`config.mk`:
```
export PLATFORM = sky130hd
export DESIGN_NAME = sync_fifo_param
export DESIGN_NICKNAME = d
export VERILOG_FILES = /design/src/rtl/sync_fifo_pkg.sv /design/src/rtl/sync_fifo_ram.sv /design/src/rtl/sync_fifo_param.sv
export SDC_FILE = /design/constraint.sdc
export NUM_CORES = 1
export LEC_CHECK = 0
export ABC_AREA = 1
export CAP_MARGIN = 25
export CORE_MARGIN = 8
export CORE_UTILIZATION = 26
export CTS_CLUSTER_SIZE = 8
export DETAILED_ROUTE_END_ITERATION = 12
export PLACE_DENSITY_LB_ADDON = 0.3
export SETUP_SLACK_MARGIN = 0.05
export SLEW_MARGIN = 25
export SYNTH_ARGS = -nofsm -noshare
export SYNTH_HDL_FRONTEND = slang
export SYNTH_SLANG_ARGS = --single-unit
```
`constraint.sdc`:
```
create_clock -name clock -period 4.36 [get_ports clock]
set_input_delay 0.436 -clock clock [delete_from_list [all_inputs] [get_ports clock]]
set_output_delay 0.436 -clock clock [all_outputs]
set_load 0.02 [all_outputs]
```
`src/rtl/sync_fifo_pkg.sv`:
```
// sync_fifo_pkg: shared constants and helpers for the synchronous FIFO
package sync_fifo_pkg;
  localparam int DEF_WIDTH = 16;
  localparam int DEF_DEPTH = 16;
  function automatic int clog2(input int n);
    int r;
    r = 0;
    while ((1 << r) < n) r++;
    return r;
  endfunction
endpackage

```
`src/rtl/sync_fifo_ram.sv`:
```
// sync_fifo_ram: WIDTH x DEPTH storage, one write port, one registered read port with write-through
module sync_fifo_ram #(
  parameter int WIDTH = 16,
  parameter int DEPTH = 16,
  parameter int AW = 4
) (
  input  logic             clock,
  input  logic             reset,
  input  logic             wr_en,
  input  logic [AW-1:0]    wr_addr,
  input  logic [WIDTH-1:0] wr_data,
  input  logic             rd_en,
  input  logic             bypass,
  input  logic [AW-1:0]    rd_addr,
  output logic [WIDTH-1:0] rd_data
);
  logic [WIDTH-1:0] mem [DEPTH];
  always_ff @(posedge clock)
    if (wr_en) mem[wr_addr] <= wr_data;
  always_ff @(posedge clock)
    if (reset) rd_data <= '0;
    else if (rd_en) rd_data <= bypass ? wr_data : mem[rd_addr];
endmodule

```
`src/rtl/sync_fifo_param.sv`:
```
// sync_fifo_param: parameterised synchronous FIFO with count, threshold flags and sticky errors
module sync_fifo_param import sync_fifo_pkg::*; #(
  parameter int WIDTH = DEF_WIDTH,
  parameter int DEPTH = DEF_DEPTH,
  parameter int AF_LEVEL = DEPTH - 2,
  parameter int AE_LEVEL = 2
) (
  input  logic                  clock,
  input  logic                  reset,
  input  logic                  write,
  input  logic                  read,
  input  logic [WIDTH-1:0]      fifo_in,
  output logic [WIDTH-1:0]      fifo_out,
  output logic                  fifo_valid,
  output logic                  fifo_empty,
  output logic                  fifo_full,
  output logic                  almost_empty,
  output logic                  almost_full,
  output logic [clog2(DEPTH):0] fifo_count,
  output logic                  overflow,
  output logic                  underflow
);
  localparam int AW = clog2(DEPTH);
  localparam logic [AW:0] FULL_N = (AW+1)'(DEPTH);
  localparam logic [AW:0] AF_N = (AW+1)'(AF_LEVEL);
  localparam logic [AW:0] AE_N = (AW+1)'(AE_LEVEL);
  logic [AW-1:0] wr_ptr, rd_ptr;
  logic          bypass, do_rd, wr_acc;
  assign fifo_empty = fifo_count == '0;
  assign fifo_full = fifo_count == FULL_N;
  assign almost_empty = fifo_count <= AE_N;
  assign almost_full = fifo_count >= AF_N;
  assign bypass = write && read && fifo_empty;
  assign do_rd = read && !fifo_empty;
  assign wr_acc = write && (!fifo_full || read) && !bypass;
  always_ff @(posedge clock)
    if (reset) begin
      wr_ptr <= '0;
      rd_ptr <= '0;
      fifo_count <= '0;
      fifo_valid <= 1'b0;
      overflow <= 1'b0;
      underflow <= 1'b0;
    end else begin
      wr_ptr <= wr_ptr + AW'(wr_acc);
      rd_ptr <= rd_ptr + AW'(do_rd);
      fifo_count <= fifo_count + (AW+1)'(wr_acc) - (AW+1)'(do_rd);
      fifo_valid <= do_rd || bypass;
      overflow <= overflow || (write && fifo_full && !read);
      underflow <= underflow || (read && fifo_empty && !write);
    end
  sync_fifo_ram #(.WIDTH(WIDTH), .DEPTH(DEPTH), .AW(AW)) u_ram (
    .clock   (clock),
    .reset   (reset),
    .wr_en   (wr_acc && !reset),
    .wr_addr (wr_ptr),
    .wr_data (fifo_in),
    .rd_en   (do_rd || bypass),
    .bypass  (bypass),
    .rd_addr (rd_ptr),
    .rd_data (fifo_out)
  );
endmodule

```
# After elaboration in Yosys (flattened, before gate mapping)
# Memory sizes are Yosys's and may differ from the RTL's. A register that Yosys moved wholly into a read port is not among the register bits.
# Index checks and enable logic that the tools add are counted.
[totals]
register_bits = 32
ramBits = 256
word_cells = 40
mem_count = 1
[memory_table]
columns = ["memory", "words", "word_bits", "read_ports", "rd_ports_with_merged_regs", "write_ports", "line_no", "source"]
rows = [
  ["u_ram.mem", 16, 16, 1, 1, 1, "sync_fifo_ram.sv:17", "logic [WIDTH-1:0] mem [DEPTH];"],
]
[op_classes]
n_lt_le_gt_ge = 2
n_eq_ne = 1
n_reduce_logical = 21
addsub = 4
muxes = 4
[ops]
columns = ["cell", "count"]
rows = [
  ["16-bit two-way mux", 1],
  ["1-bit logical AND", 10],
  ["4-bit by 1-bit adder with 4-bit output", 2],
  ["1-bit zero test", 6],
  ["5-bit by 1-bit adder with 5-bit output", 1],
  ["5-bit equality test (second input constant)", 1],
  ["5-bit by 4-bit >= comparator with 1-bit output (second input constant)", 1],
  ["5-bit by 2-bit <= comparator with 1-bit output (second input constant)", 1],
  ["5-bit zero test", 1],
  ["5-bit by 1-bit subtractor with 5-bit output", 1],
  ["1-bit logical OR", 4],
  ["4-bit two-way mux", 1],
  ["1-bit two-way mux", 2],
]

# Logic depth before layout (Yosys ltp)
[logic_depth]
ltp_word = 8
ltp_mapped = 16
ltp_nobuf = 16

# Hierarchy
# From an unflattened synthesis, not the netlist that was laid out.
[hier_totals]
cells_unflattened = 1110
hier_area_um2 = 12031.5
[by_module_without_submodules]
columns = ["module", "n_inst", "area_each_um2", "seq_area_each_um2", "cells_each"]
rows = [
  ["sync_fifo_ram", 1, 11163.2, 8007.7, 1004],
  ["sync_fifo_param", 1, 868.3, 320.3, 106],
]

# Worst setup path after synthesis
# OpenSTA, ideal clock, no wires.
[synth_path]
kind = "register to register"
start = "register fifo_count[2]"
end = "register fifo_count[4]"
arrival_ps = 2745
setup_ps = 70
synth_period_minus_slack_ps = 2815
stages_incl_launch_ff = 17
path_buffers = 1
path_slack_ps = 1545
cell_sequence = "dfxtp_1 > inv_1 > ha_1 > nand2_4 > nor2_8 > nand2_2 > nand2_4 > inv_2 > buf_2 > ha_1 > inv_1 > ha_1 > inv_1 > fa_1 > o31ai_1 > o21ai_0 > a21oi_1"
[synth_between]
elab_chain_len = 7
elab_cells_between_ends = 12
[synth_lines]
columns = ["element", "line_no", "source"]
rows = [
  ["start, declared", "sync_fifo_param.sv:19", "output logic [clog2(DEPTH):0] fifo_count,"],
  ["start signal, assigned", "sync_fifo_param.sv:47", "fifo_count <= fifo_count + (AW+1)'(wr_acc) - (AW+1)'(do_rd);"],
  ["5-bit equality test", "sync_fifo_param.sv:30", "assign fifo_full = fifo_count == FULL_N;"],
  ["1-bit zero test", "sync_fifo_param.sv:35", "assign wr_acc = write && (!fifo_full || read) && !bypass;"],
  ["1-bit logical OR", "sync_fifo_param.sv:35", ""],
  ["1-bit logical AND (2 in series)", "sync_fifo_param.sv:35", ""],
  ["5-bit by 1-bit adder with 5-bit output", "sync_fifo_param.sv:47", ""],
  ["5-bit by 1-bit subtractor with 5-bit output (*)", "sync_fifo_param.sv:47", ""],
]
# Mark *: on every way between the ends. The rest lies on a longest branch, timed or not.
# A chain may end at the register's enable or synchronous reset.

# Final worst setup path
# Same ends and word-level chain as after synthesis.

==> impl_metrics.csv <==
group,metric,value,unit
cells_and_area,num-nets-final,1310,
yosys,synth.distinct_cells,30,
critical_path,timing.rr.start,"fifo_count[2]",
yosys,yosysWarningCount,0,
floorplanning,start_util,0.263,
floorplanning,dieWidth,235,µm
detailed_routing,wl_per_cell,18.1,µm
power_and_ir_drop,share_seq_of_total_power,0.395,
detailed_routing,drcViolationCount,0,
global_route,globalRouteOverflowTotal,0,
cts,clock_path_buffers,3,
global_route,grt_usage,0.122,
critical_path,cp_max_fo,19,
floorplanning,rows,80,
cts,htree_levels,2,
detailed_routing,drtIter0Drc,682,
yosys,syn_inst,1229,
critical_path,worst-setup-path-type,"reg2reg",
global_route,antenna_found_initial,1,
detailed_routing,viasPerCell,4.39,
detailed_routing,ant_nets,0,
critical_path,setup.worst_path.end,"fifo_count[4]",
global_route,grt_pass1_vias,8146,
timing,period_share,0.695,
floorplanning,core_area,47600,µm²
critical_path,rrSetupSlack,1.33,ns
power_and_ir_drop,power,8.36,mW
yosys,avgSynthCellArea,10.2,µm²
cts,numCtsBuffers,41,
cts,hold_buffers,0,
cells_and_area,seq_area,8330,µm²
power_and_ir_drop,p_sw,2.79,mW
cts,clk_pin_slew,0.05,ns
flow_run,cap_violations,0,
power_and_ir_drop,irDropWorstVdd,0.000291,V
hold_path,hold_class,"in2reg",
critical_path,reg2reg_to,"fifo_count[4]",
global_route,grt_max_degree,94,
power_and_ir_drop,p_int,5.57,mW
place,dp.cells,1846,
power_and_ir_drop,leakagePower,5.97,nW
yosys,ys_ff_latch,288,
timing,max_slew_margin,0.330,
timing,fin_tns_setup,0,ns
critical_path,reg2reg_depth,16,
cells_and_area,areaGrowthSynthToFinish,17.5,%
cells_and_area,postLayoutCellArea,14700,µm²
critical_path,crit_required,4.80,ns
place,place_area,13600,µm²
cts,cts.sinks,288,
floorplanning,ios,48,
timing,tightest_slew,1.00,ns
yosys,synth_edf_count,256,
detailed_routing,via_count,8363,
power_and_ir_drop,p_comb_frac,0.265,
cells_and_area,fill_cells,4876,
yosys,synth_nets,1264,
critical_path,startpoint,"fifo_count[2]",
cts,cts_setup_buffers,0,
cts,clkLatencyLatePin,0.53,ns
place,dp_hpwl,22.0,mm
yosys,post-synth-top-area-fraction,0.614,
yosys,async_reset_ff_frac,0,
outcome,outcome,"completed",
timing,slew_viol_final,0,
critical_path,arrival,3.47,ns
detailed_routing,firstDrtPassIters,5,
timing,rsz0062_at_grt,"no",
cells_and_area,fin_cells,1904,
critical_path,cp-start-kind,"flop",
detailed_routing,wirelength,34.5,mm
cells_and_area,n_antenna_cell,0,
power_and_ir_drop,switching_share,0.333,
timing,clock_skew,0.0257,ns
timing,fmax,0.330,GHz
timing,period_needed,3.03,ns
cts,cts_tree,"built",
yosys,yosysSeqAreaShare,0.665,
power_and_ir_drop,clkPwrFrac,0.340,
cells_and_area,drive_gt1_frac,0.0799,
cts,cts_resized,0,
yosys,ys.flop_type,"edfxtp_1",
cts,cts-root-buf,"clkbuf_16",
timing,hold_viol,0,
cells_and_area,multi_input_area,3260,µm²
floorplanning,fp.dieH,235,µm
place,place_congestion,0.878,
yosys,yosysTopAreaCell,"edfxtp_1",
yosys,synth_area_leaders,"edfxtp_1, nand2_1, nand3_1, dfxtp_1, inv_1",
power_and_ir_drop,power_per_cell_area,568,nW/µm²
floorplanning,die-area,55400,µm²
timing,setup_viol,0,
place,io_buffers,47,
global_route,grt_pass1_wl,51.3,mm
yosys,syn_area,12500,µm²
critical_path,critPathCaptureType,"flop",
-- how the worst min path moves through the flow --
stage,depth (start not counted),from,endpoint
after floorplan,2,wr_ptr[3],wr_ptr[3]
final,1,fifo_in[12],u_ram.mem[9][12]
after detailed placement,2,overflow,overflow
after global placement,2,overflow,overflow
after CTS,1,fifo_in[15],u_ram.mem[6][15]
after global routing,1,fifo_in[12],u_ram.mem[8][12]
-- cells in the final DEF, fill, tap and decap left out, types with 2 or more instances in the layout --
cell             count
a21oi_1              8
buf_2                2
buf_4               11
clkbuf_1            14
clkbuf_16           42
clkdlybuf4s50_1     45
dfxtp_1             30
edfxtp_1           256
ha_1                14
inv_1              168
inv_2                4
nand2_1            409
nand2_4              3
nand3_1            179
nand4_2              4
nor2_1              33
nor2_2              27
o21ai_0             22
xnor2_1              2
-- registers in the layout, indices dropped and copies added, names as in the netlist --
register / count
u_ram.mem: 256
overflow: 1
rd_ptr: 4
underflow: 1
fifo_count: 5
u_ram.rd_data: 16
fifo_valid: 1
wr_ptr: 4
-- routing by layer --
layer	routed length (µm)	vias up	GRT usage
li1	-	4072	-
met1	15400	4011	0.159
met2	16200	232	0.201
met3	2180	46	0.0266
met4	750	2	0.0335
met5	13	-	0
-- power by group through the flow --
stage | registers [mW] | clock network [mW] | logic (mW)
6_report | 3.31 | 2.84 | 2.22
5_1_grt | 3.33 | 2.99 | 2.46
4_1_cts | 3.31 | 2.89 | 2.25
3_5_place_dp | 3.36 | 0 | 2.24
3_3_place_gp | 3.36 | 0 | 2.24
2_1_floorplan | 3.38 | 0 | 1.40
-- cell type report --
cell class | instances | share of cell area
multi-input combinational | 710 | 0.221
clock buffer | 56 | 0.0750
inverter | 174 | 0.0445
sequential | 288 | 0.566
clock inverter | 1 | 0.00111
tap | 615 | 0.0523
timing repair buffer | 60 | 0.0393
-- critical path, stage by stage, from the launching register on --
cell      delay, ns
dfxtp_1        0.37
inv_1          0.09
ha_1           0.24
nand2_4        0.10
nor2_8         0.04
nand3b_4       0.21
inv_2          0.07
nor2_4         0.21
inv_1          0.07
ha_1           0.29
inv_1          0.06
ha_1           0.16
inv_1          0.06
fa_1           0.44
o31ai_1        0.29
o21ai_0        0.11
a21oi_1        0.14
-- per-stage QoR --
step	util	hold slack, ns	worst slack, ns
6_report	0.309	0.452	1.33
2_1_floorplan	-	0.490	1.55
5_1_grt	0.309	0.453	1.02
3_3_place_gp	0.285	0.480	1.04
3_5_place_dp	0.285	0.461	0.956
4_1_cts	0.309	0.465	1.29
-- synthesized netlist by cell type, types with 4 or more instances --
cell	count
nand2_1	409
dfxtp_1	32
nand3_1	179
inv_1	168
edfxtp_1	256
ha_1	14
inv_2	5
nor2_2	11
a21oi_1	8
buf_4	17
nand4_2	4
clkbuf_1	13
o21ai_0	22
nor2_1	49
buf_2	22
-- cell families after synthesis --
logic type | Yosys count | share of synthesized area
xor gates and xnor gates | 2 | 0.00140
and+or+nand+nor | 660 | 0.226
adders and majority gates | 15 | 0.0156
DFF | 288 | 0.665
buffers and inverters | 231 | 0.0779
AOI/OAI and AO/OA | 33 | 0.0139
Note: power is estimated with default switching activity, not from simulation.
